### src/rtl/data_deframer.sv
// Receive-side deframer: pops bytes from a FWFT queue, parses 00/src/payload
// frames and emits 10-bit samples (or zero-extended DIN bytes) with valid/ready.
module data_deframer (
  input  logic       clk,
  input  logic       rst,
  input  logic [7:0] in_read,
  input  logic       em_read,
  output logic       pp_read,
  output logic [9:0] out_data,
  output logic [2:0] out_src,
  output logic       out_valid,
  input  logic       out_rdy,
  output logic       err_frame,
  output logic [7:0] err_cnt,
  output logic       synced
);

  typedef enum logic [2:0] {
    HUNT,
    EXPECT_ZERO,
    SRC,
    DATA_LO,
    DATA_HI,
    WAIT_OUT
  } state_t;

  localparam logic [2:0] SRC_DIN = 3'd1;

  state_t     state;
  logic [2:0] src_q;
  logic [7:0] lo_q;
  logic       take;
  logic       src_ok;
  logic       err_hit;

  // The head byte is stale while a pop is in flight, so takes are at most every other edge.
  always_comb begin
    take   = 1'b0;
    src_ok = 1'b0;
    take   = (state != WAIT_OUT) && !em_read && !pp_read;
    src_ok = (in_read >= 8'd1) && (in_read <= 8'd5);
  end

  always_comb begin
    err_hit = 1'b0;
    if (take) begin
      case (state)
        EXPECT_ZERO: err_hit = (in_read != 8'h00);
        SRC:         err_hit = !src_ok;
        DATA_HI:     err_hit = (in_read[7:2] != 6'd0);
        default:     err_hit = 1'b0;
      endcase
    end
  end

  always_ff @(posedge clk or posedge rst) begin
    if (rst) begin
      state     <= HUNT;
      pp_read   <= 1'b0;
      out_data  <= '0;
      out_src   <= '0;
      out_valid <= 1'b0;
      err_frame <= 1'b0;
      err_cnt   <= '0;
      synced    <= 1'b0;
      src_q     <= '0;
      lo_q      <= '0;
    end else begin
      pp_read   <= take;
      err_frame <= err_hit;
      if (err_hit && (err_cnt != 8'hFF)) begin
        err_cnt <= err_cnt + 8'd1;
      end

      if (take) begin
        case (state)
          HUNT: begin
            if (in_read == 8'h00) begin
              state  <= SRC;
              synced <= 1'b1;
            end
          end
          EXPECT_ZERO: begin
            if (in_read == 8'h00) begin
              state <= SRC;
            end else begin
              state  <= HUNT;
              synced <= 1'b0;
            end
          end
          SRC: begin
            if (src_ok) begin
              src_q <= in_read[2:0];
              state <= DATA_LO;
            end else if (in_read != 8'h00) begin
              state  <= HUNT;
              synced <= 1'b0;
            end
          end
          DATA_LO: begin
            if (src_q == SRC_DIN) begin
              out_data  <= {2'b00, in_read};
              out_src   <= src_q;
              out_valid <= 1'b1;
              state     <= WAIT_OUT;
            end else begin
              lo_q  <= in_read;
              state <= DATA_HI;
            end
          end
          DATA_HI: begin
            if (in_read[7:2] == 6'd0) begin
              out_data  <= {in_read[1:0], lo_q};
              out_src   <= src_q;
              out_valid <= 1'b1;
              state     <= WAIT_OUT;
            end else begin
              state  <= HUNT;
              synced <= 1'b0;
            end
          end
          default: state <= HUNT;
        endcase
      end else if ((state == WAIT_OUT) && out_rdy) begin
        out_valid <= 1'b0;
        state     <= EXPECT_ZERO;
      end
    end
  end

endmodule
### config.mk
export PLATFORM = sky130hd
export DESIGN_NAME = data_deframer
export DESIGN_NICKNAME = d
export VERILOG_FILES = /design/src/rtl/data_deframer.sv
export SDC_FILE = /design/constraint.sdc
export NUM_CORES = 1
export LEC_CHECK = 0
export ABC_CLOCK_PERIOD_IN_PS = 4980
export CELL_PAD_IN_SITES_DETAIL_PLACEMENT = 0
export CELL_PAD_IN_SITES_GLOBAL_PLACEMENT = 2
export CORE_MARGIN = 2
export CORE_UTILIZATION = 36
export CTS_BUF_LIST = sky130_fd_sc_hd__clkbuf_4 sky130_fd_sc_hd__clkbuf_8 sky130_fd_sc_hd__clkbuf_16
export DETAILED_ROUTE_END_ITERATION = 8
export PLACE_DENSITY_LB_ADDON = 0.1
export SLEW_MARGIN = 20
export SYNTH_ARGS = -nofsm -noshare
export SYNTH_HDL_FRONTEND = slang
export SYNTH_SLANG_ARGS = --single-unit
### constraint.sdc
create_clock -name clk -period 4.98 [get_ports clk]
set_input_delay 0.996 -clock clk [delete_from_list [all_inputs] [get_ports clk]]
set_output_delay 0.996 -clock clk [all_outputs]
set_load 0.02 [all_outputs]
# Yosys cells after proc, flatten, opt, wreduce, memory -nomap -nowiden
# Index checks and enable logic that the tools add are counted.
[totals]
register_bits = 39
inputBits = 12
out_inout_bits = 25
word_cells = 84
[classes]
n_addsub = 1
n_lt_le_gt_ge = 2
eq_ne = 20
mux = 28
bitwise = 1
n_reduce_logical = 22
[ops]
columns = ["op", "count"]
rows = [
  ["2-to-1 mux 3 bit", 8],
  ["2-to-1 mux 10 bit", 2],
  ["one-hot mux 10 bit (2 select lines)", 1],
  ["one-hot mux 3 bit (5 select lines)", 1],
  ["!= test 2 bit (second input constant)", 7],
  ["!= test 3 bit (second input constant)", 4],
  ["2-to-1 mux 1 bit", 11],
  ["AND reduction 3 bit", 3],
  ["adder 8 x 1 -> 8 bit (second input constant)", 1],
  ["greater-or-equal comparator 8 x 1 -> 1 bit (second input constant)", 1],
  ["<= comparator 8 x 3 -> 1 bit (second input constant)", 1],
  ["logical NOT 8 bit", 1],
  ["!= test 8 bit (second input constant)", 1],
  ["AND reduction 4 bit", 2],
  ["nonzero test 8 bit", 1],
  ["AND reduction 7 bit", 1],
  ["equality test 3 x 1 -> 1 bit (second input constant)", 2],
  ["equality test 3 x 2 -> 1 bit (second input constant)", 2],
  ["equality test 3 bit (second input constant)", 2],
  ["logical NOT 6 bit", 1],
  ["one-hot mux 3 bit (2 select lines)", 1],
  ["nonzero test 6 bit", 1],
  ["logical AND 1 bit", 5],
  ["!= test 4 bit (second input constant)", 1],
  ["other kinds (10)", 13],
]

# Longest topological paths before layout
# Gate-level depths: netlist of the first run.
[logic_depth]
ltp_word = 6
depth_mapped = 8
mapped_depth_nobuf = 5

# Worst setup path after synthesis of the first run
# OpenSTA, ideal clock, no wires.
[synth_path]
path_type = "input-to-reg"
start = "input in_read[7]"
end = "register src_q[0]"
setup_time_ps = 125
arrival_ps = 2404
t_required_ps = 4855
setup_slack_ps = 2451
cell_stages = 5
n_path_buf = 0
cell_sequence = "or4_4 > nor2_4 > nand2_2 > or3_4 > mux2_4"
[synth_between]
elab_chain_len = 3
elab_cells_between_ends = 4
cone_classes = "2 x order compare; 2 x reduce/logical"
[synth_rtl]
columns = ["item", "line_no", "source"]
rows = [
  ["from (decl)", "6", "input logic [7:0] in_read,"],
  ["greater-or-equal comparator 8 x 1 -> 1 bit or <= comparator 8 x 3 -> 1 bit (tied branches)", "41", "src_ok = (in_read >= 8'd1) && (in_read <= 8'd5);"],
  ["logical AND 1 bit (*)", "41", ""],
  ["AND reduction 3 bit (no line) (*)", "n/a", ""],
  ["to (signal assigned)", "93", "src_q <= in_read[2:0];"],
  ["to (decl)", "30", "logic [2:0] src_q;"],
]
# Every way passes the cells marked *; elsewhere a longest branch is shown, timed or not.
# A chain may end at the register's enable or synchronous reset.

# Final worst setup path of the first run
[layout_path]
start = "input in_read[2]"
end = "register err_cnt[7]"
[layout_between]
elab_chain_len = 6
elab_cells_between_ends = 9
cone_classes = "2 x order compare; 2 x mux; 5 x reduce/logical"
[layout_rtl]
columns = ["item", "line_no", "source"]
rows = [
  ["greater-or-equal comparator 8 x 1 -> 1 bit or <= comparator 8 x 3 -> 1 bit (tied branches)", "41", ""],
  ["logical AND 1 bit", "41", ""],
  ["logical NOT 1 bit", "49", "SRC: err_hit = !src_ok;"],
  ["one-hot mux 1 bit (3 select lines) (*)", "47", "case (state)"],
  ["2-to-1 mux 1 bit (*)", "46", "if (take) begin"],
  ["logical AND 1 bit (*)", "71", "if (err_hit && (err_cnt != 8'hFF)) begin"],
  ["to (signal assigned)", "72", "err_cnt <= err_cnt + 8'd1;"],
  ["to (decl)", "14", "output logic [7:0] err_cnt,"],
]
# Marked as above.

==> results.sh, run 1 <==
export IMPL_insertion_delay_ns=0.29
export IMPL_clock_path_buffers=2
export IMPL_slew_headroom=0.5323
export IMPL_rsz0062_at_grt="no"
export IMPL_finalSetupTns_ns=0
export IMPL_die_area_um2=6496
export IMPL_clkTransAtPathRegs_ns=0.07
export IMPL_wl_per_cell_um=15.25
export IMPL_ys_flop_type="dfrtp_1"
export IMPL_ff2ff_setup_slack_ns=2.53
export IMPL_status="completed"
export IMPL_power_switching_uw=289.5
export IMPL_peakVddDrop_mv=0.1302
export IMPL_p_leak_uw=0.001149
export IMPL_antenna_found_initial=0
export IMPL_rows=27
export IMPL_worst_pin_slew_ns=0.6985
export IMPL_dieHeight_um=80.60
export IMPL_core_area_um2=5574
export IMPL_r2r_start="state[1]$_DFFE_PP0P_"
export IMPL_arrival_ns=3.26
export IMPL_synthCells=201
export IMPL_cts_setup_buffers=0
export IMPL_vias=1636
export IMPL_grt_pass1_vias=1618
export IMPL_synthArstFlopShare=1.000
export IMPL_setup_viol=0
export IMPL_path_max_fanout=14
export IMPL_ant_nets=0
export IMPL_route_detailed_drc=0
export IMPL_grt_pass1_wl_mm=7.886
export IMPL_fin_hold_ws_ns=0.4842
export IMPL_hp_class="register to register"
export IMPL_pwr_share_comb=0.288
export IMPL_ys_warn_count=0
export IMPL_ios=37
export IMPL_crit_type="input port to register"
export IMPL_drtIter0Drc=58
export IMPL_p_per_area_nw_per_um2=329.6
export IMPL_cts_tree="yes"
export IMPL_p_sw_frac=0.3365
export IMPL_worstSetupEndpointType="register"
export IMPL_start_kind="input port"
export IMPL_layout_nets=247
export IMPL_initial_core_util=0.3789
export IMPL_gp_congestion=0.8332
export IMPL_period_needed_ns=3.083
export IMPL_syn_nets=214
export IMPL_synth_edf_count=0
export IMPL_r2r_end="err_cnt[7]$_DFFE_PP0P_"
export IMPL_track_usage=0.1592
export IMPL_finalCritPeriodShare=0.6192
export IMPL_htreeDepth=2
export IMPL_cts_root_buf="clkbuf_8"
export IMPL_final_setup_skew_ns=0.005659
export IMPL_drive_gt1_frac=0.1667
export IMPL_area_delta_synth_final_pct=23.58
export IMPL_viasPerCell=5.346
export IMPL_hpwl_mm=3.318
export IMPL_worst_ep_required_time_ns=5.15
export IMPL_syn_area_um2=2112
export IMPL_ys_seq_area_frac=0.4621
export IMPL_cts_made_buffers=5
export IMPL_totalWireLength_mm=4.667
export IMPL_fmax_mhz=324.3
export IMPL_grt_max_degree=40
export IMPL_portBuffers=36
export IMPL_synth_top_cell_by_area="dfrtp_1"
export IMPL_antennaDiodeCount=0
export IMPL_reg2reg_depth=5
export IMPL_synth_top_area_frac=0.4621
export IMPL_hold_depth=2
export IMPL_hold_violations=0
export IMPL_cts_hold_buffers=0
export IMPL_critical_path_startpoint="in_read[2]"
export IMPL_max_cap_viol_count=0
export IMPL_ys_ff_latch=39
export IMPL_p_int_uw=570.8
export IMPL_share_seq_of_total_power=0.463
export IMPL_grt_overflow=0
export IMPL_cts_sinks=39
export IMPL_endpoint="err_cnt[7]$_DFFE_PP0P_"
export IMPL_synthDistinctLibCells=52
export IMPL_dr_pass1_iters=4
export IMPL_synth_area_leaders="dfrtp_1 46%, mux2_2 7.5%, mux2i_1 4.3%"
export IMPL_finalMaxSlewViolations=0
export IMPL_power_frac_clock=0.248
export IMPL_cts_resized=0
export IMPL_avgSynthCellArea_um2=10.51
export IMPL_die_x_um=80.60
## state kept, by name, summed over array words and instances, names as in the netlist
signal and cells:
err_cnt 8, err_frame 1, lo_q 8, out_data 10, out_src 3, out_valid 1
pp_read 1, src_q 3, state 3, synced 1
## worst max-delay path, cell delays in order
cell and delay, ns:
clkdlybuf4s50_1 0.69, nor3_1 0.35, a22oi_1 0.14, o21a_2 0.28, a2111oi_2 0.41, mux2_2 0.39
## layout by cell type (no fill, tap or decap), types with 2 or more instances in the layout
| master | netlist | final |
|---|---|---|
| nor3b_1 | 3 | 3 |
| mux2_2 | 14 | 14 |
| mux2_4 | 3 | 3 |
| o21ai_0 | 16 | 16 |
| nor2b_1 | 3 | 3 |
| nand3_1 | 6 | 6 |
| clkbuf_8 | 0 | 6 |
| and3_1 | 2 | 2 |
| buf_4 | 1 | 2 |
| a31oi_1 | 2 | 2 |
| clkdlybuf4s50_1 | 0 | 36 |
| o21ai_1 | 2 | 2 |
| inv_1 | 4 | 4 |
| a21oi_1 | 10 | 10 |
| or2_2 | 3 | 3 |
| nand2_1 | 19 | 19 |
| nor3_1 | 4 | 4 |
| nand3b_1 | 2 | 2 |
| a2111oi_2 | 2 | 2 |
| a211oi_1 | 6 | 6 |
| and2_1 | 2 | 2 |
| mux2i_1 | 9 | 9 |
| dfrtp_1 | 39 | 39 |
| nand2b_1 | 2 | 2 |
| xor2_1 | 5 | 5 |
| nor2_1 | 6 | 6 |
## cell usage after synthesis (all sizes together), types with 2 or more instances
master and instances:
a21oi 10, buf 7, nor2 7, o21a 2, or3 2, and3 2, xor2 5, nand2b 2
and2 2, or2 3, nor2b 3, dfrtp 39, nand3b 2, o21ai 18, mux2i 9, mux2 17
a31oi 2, nor3 4, a211oi 6, a2111oi 2, nand2 20, clkbuf 5, nand3 6, nor3b 4
inv 4
## power by group through the flow
stage               Clock, µW  Sequential, µW  Combinational [µW]
floorplan                   0             404                 159
global route              237             406                 269
finish                    214             399                 248
CTS                       223             398                 251
detailed placement          0             405                 249
global placement            0             403                 245
## routing by layer
| layer | part of all wire | GRT usage |
|---|---|---|
| met1 | 0.45 | 0.2024 |
| met2 | 0.48 | 0.2567 |
| met3 | 0.050 | 0.03933 |
| met4 | 0.020 | 0.06780 |
| met5 | 0 | 0 |
## per-stage QoR
step | util | power (µW) | cell area (µm²) | setup WS (ns) | std cells
2_1_floorplan | - | 562.9 | 2112 | 2.451 | 201
3_3_place_gp | 0.4525 | 647.8 | 2522 | 1.736 | 299
3_5_place_dp | 0.4525 | 654.1 | 2522 | 1.655 | 299
4_1_cts | 0.4682 | 871.3 | 2610 | 1.945 | 306
5_1_grt | 0.4682 | 912.7 | 2610 | 1.742 | 306
6_report | 0.4682 | 860.3 | 2610 | 1.897 | 306
## logic make-up after synthesis
kind of cell	Yosys count	share of synthesized area
flops	39	0.4621
fa+ha+maj	1	0.005923
mux	26	0.1386
buf+inv	16	0.03317
simple gates	63	0.1754
compound gates	51	0.1641
xor+xnor	5	0.02073
## layout make-up
class / count / area, µm²
Timing Repair Buffer: 38 / 375.4
Tap cell: 72 / 90.09
Fill cell: 544 / 2964
Sequential cell: 39 / 975.9
Clock inverter: 1 / 5.005
Multi-Input combinational cell: 146 / 1066
Inverter: 4 / 15.01
Clock buffer: 6 / 82.58
## how the worst min path moves through the flow
stage                                 start                       to  slack [ns]
finish              out_data[2]$_DFFE_PP0P_  out_data[2]$_DFFE_PP0P_        0.48
global route         out_src[0]$_DFFE_PP0P_   out_src[0]$_DFFE_PP0P_        0.52
CTS                 out_data[2]$_DFFE_PP0P_  out_data[2]$_DFFE_PP0P_        0.49
detailed placement  out_data[2]$_DFFE_PP0P_  out_data[2]$_DFFE_PP0P_        0.47
global placement    out_data[1]$_DFFE_PP0P_  out_data[1]$_DFFE_PP0P_        0.46
floorplan               lo_q[0]$_DFFE_PP0P_      lo_q[0]$_DFFE_PP0P_        0.48
Note: power is estimated with default switching activity, not from simulation.
==> run 2, diff against run 1 <==
--- a/config.mk
+++ b/config.mk
@@ -5,11 +5,11 @@
 export SDC_FILE = /design/constraint.sdc
 export NUM_CORES = 1
 export LEC_CHECK = 0
-export ABC_CLOCK_PERIOD_IN_PS = 4980
+export ABC_CLOCK_PERIOD_IN_PS = 2700
 export CELL_PAD_IN_SITES_DETAIL_PLACEMENT = 0
 export CELL_PAD_IN_SITES_GLOBAL_PLACEMENT = 2
 export CORE_MARGIN = 2
-export CORE_UTILIZATION = 36
+export CORE_UTILIZATION = 30
 export CTS_BUF_LIST = sky130_fd_sc_hd__clkbuf_4 sky130_fd_sc_hd__clkbuf_8 sky130_fd_sc_hd__clkbuf_16
 export DETAILED_ROUTE_END_ITERATION = 8
 export PLACE_DENSITY_LB_ADDON = 0.1
==> constraint.sdc (replaced) <==
create_clock -name clk -period 2.7 [get_ports clk]
set_input_delay 0.54 -clock clk [delete_from_list [all_inputs] [get_ports clk]]
set_output_delay 0.54 -clock clk [all_outputs]
set_load 0.02 [all_outputs]
==> results.sh, run 2 (synthesized netlist as in run 1, its figures left out) <==
export IMPL_dr_pass1_iters=4
export IMPL_slew_headroom=0.6682
export IMPL_arrival_ns=2.55
export IMPL_cts_hold_buffers=0
export IMPL_viasPerCell=4.849
export IMPL_final_cell_mix="39 x dfrtp_1, 36 x clkdlybuf4s50_1, 19 x nand2_1"
export IMPL_clkTransAtPathRegs_ns=0.08
export IMPL_cts_made_buffers=5
export IMPL_clock_path_buffers=2
export IMPL_p_leak_uw=0.001230
export IMPL_min_delay_start="out_data[4]$_DFFE_PP0P_"
export IMPL_cts_tree="yes"
export IMPL_die_x_um=87.91
export IMPL_antennaDiodeCount=0
export IMPL_ff2ff_setup_slack_ns=0.60
export IMPL_insertion_delay_ns=0.29
export IMPL_drtIter0Drc=90
export IMPL_reg_largest_list="out_data: 10 flops, err_cnt: 8 flops, lo_q: 8 flops"
export IMPL_worst_pin_slew_ns=0.4978
export IMPL_largest_register_ffs=10
export IMPL_htreeDepth=2
export IMPL_area_delta_synth_final_pct=31.16
export IMPL_grt_overflow=0
export IMPL_ant_nets=0
export IMPL_max_cap_viol_count=0
export IMPL_cts_setup_buffers=0
export IMPL_hp_class="register to register"
export IMPL_grt_pass1_vias=1660
export IMPL_portBuffers=36
export IMPL_r2r_start="state[0]$_DFFE_PP0P_"
export IMPL_dieHeight_um=87.91
export IMPL_setup_viol=0
export IMPL_path_max_fanout=5
export IMPL_r2r_end="out_data[7]$_DFFE_PP0P_"
export IMPL_power_uw=1727
export IMPL_die_area_um2=7727
export IMPL_holdPathEnd="out_data[4]$_DFFE_PP0P_"
export IMPL_period_needed_ns=2.374
export IMPL_cts_root_buf="clkbuf_8"
export IMPL_initial_core_util=0.3109
export IMPL_final_common_cell="dfrtp_1"
export IMPL_reg2reg_depth=7
export IMPL_worst_ep_required_time_ns=2.88
export IMPL_finalMaxSlewViolations=0
export IMPL_track_usage=0.1458
export IMPL_seq_area_um2=975.9
export IMPL_worstSetupEndpointType="register"
export IMPL_fillCellCount=663
export IMPL_hold_depth=2
export IMPL_drive_gt1_frac=0.2169
export IMPL_multi_input_area_um2=1066
export IMPL_vias=1673
export IMPL_hpwl_mm=3.674
export IMPL_hold_violations=0
export IMPL_finalSetupTns_ns=0
export IMPL_peakVddDrop_mv=0.2857
export IMPL_antenna_found_initial=0
export IMPL_crit_type="input port to register"
export IMPL_ios=37
export IMPL_route_detailed_drc=0
export IMPL_fmax_mhz=421.3
export IMPL_grt_pass1_wl_mm=8.666
export IMPL_start_kind="input port"
export IMPL_cts_resized=0
export IMPL_totalWireLength_mm=5.080
export IMPL_p_per_area_nw_per_um2=623.6
export IMPL_cts_sinks=39
export IMPL_layout_nets=261
export IMPL_finalCritPeriodShare=0.8792
export IMPL_gp_congestion=0.8184
export IMPL_status="completed"
export IMPL_wl_per_cell_um=14.72
export IMPL_rows=30
export IMPL_largest_register="out_data"
export IMPL_core_area_um2=6794
export IMPL_final_setup_skew_ns=0.005062
export IMPL_grt_max_degree=40
export IMPL_rsz0062_at_grt="no"
run 2: changes by cell type in the layout (fill, tap and decap cells not counted), sizes merged:
cell | previous run | this run
bufinv | 0 | 1
clkinv | 1 | 2
clkbuf | 6 | 5
buf | 2 | 16
run 2: layout make-up:
type / instances / share of cell area
Tap cell: 96 / 0.04336
Clock buffer: 5 / 0.02484
Clock inverter: 3 / 0.01581
Sequential cell: 39 / 0.3523
Timing Repair Buffer: 52 / 0.1734
Multi-Input combinational cell: 146 / 0.3848
Inverter: 4 / 0.005420
run 2: routing by layer:
layer  part of all wire  track usage  up-vias
met1               0.49       0.2066      807
met4             0.0057      0.04615        0
met2               0.46       0.2142       42
li1                   -            -      822
met5                  0            0        -
met3              0.046      0.04336        2
run 2: stage by stage:
step           hold WS [ns]  std cells  utilization  cell area [µm²]  setup slack (ns)
2_1_floorplan        0.4800        201            -             2112            0.6272
3_3_place_gp         0.4679        337       0.3912             2658          0.003300
3_5_place_dp         0.4780        337       0.3912             2658           0.02908
4_1_cts              0.4990        345       0.4077             2770            0.3366
5_1_grt              0.5159        345       0.4077             2770            0.2156
6_report             0.4948        345       0.4077             2770            0.3263
run 2: worst max path at each step:
stage | from | to | depth (start not counted)
global placement | in_read[2] | err_cnt[7]$_DFFE_PP0P_ | 6
detailed placement | in_read[0] | err_cnt[7]$_DFFE_PP0P_ | 6
finish | in_read[0] | err_cnt[7]$_DFFE_PP0P_ | 6
global route | in_read[0] | err_cnt[7]$_DFFE_PP0P_ | 6
CTS | in_read[0] | err_cnt[7]$_DFFE_PP0P_ | 6
floorplan | in_read[7] | src_q[0]$_DFFE_PP0P_ | 5
run 2: report_power, final:
| part | internal, µW | total [µW] | switching, µW |
|---|---|---|---|
| logic | 242 | 512 | 270 |
| clock network | 275 | 499 | 224 |
| registers | 638 | 717 | 78.6 |
run 2: critical path, cell delays in order:
cell	delay (ns)
clkdlybuf4s50_1	0.51
nor3_1	0.35
a22oi_1	0.14
o21a_2	0.26
a2111oi_2	0.38
mux2_2	0.38
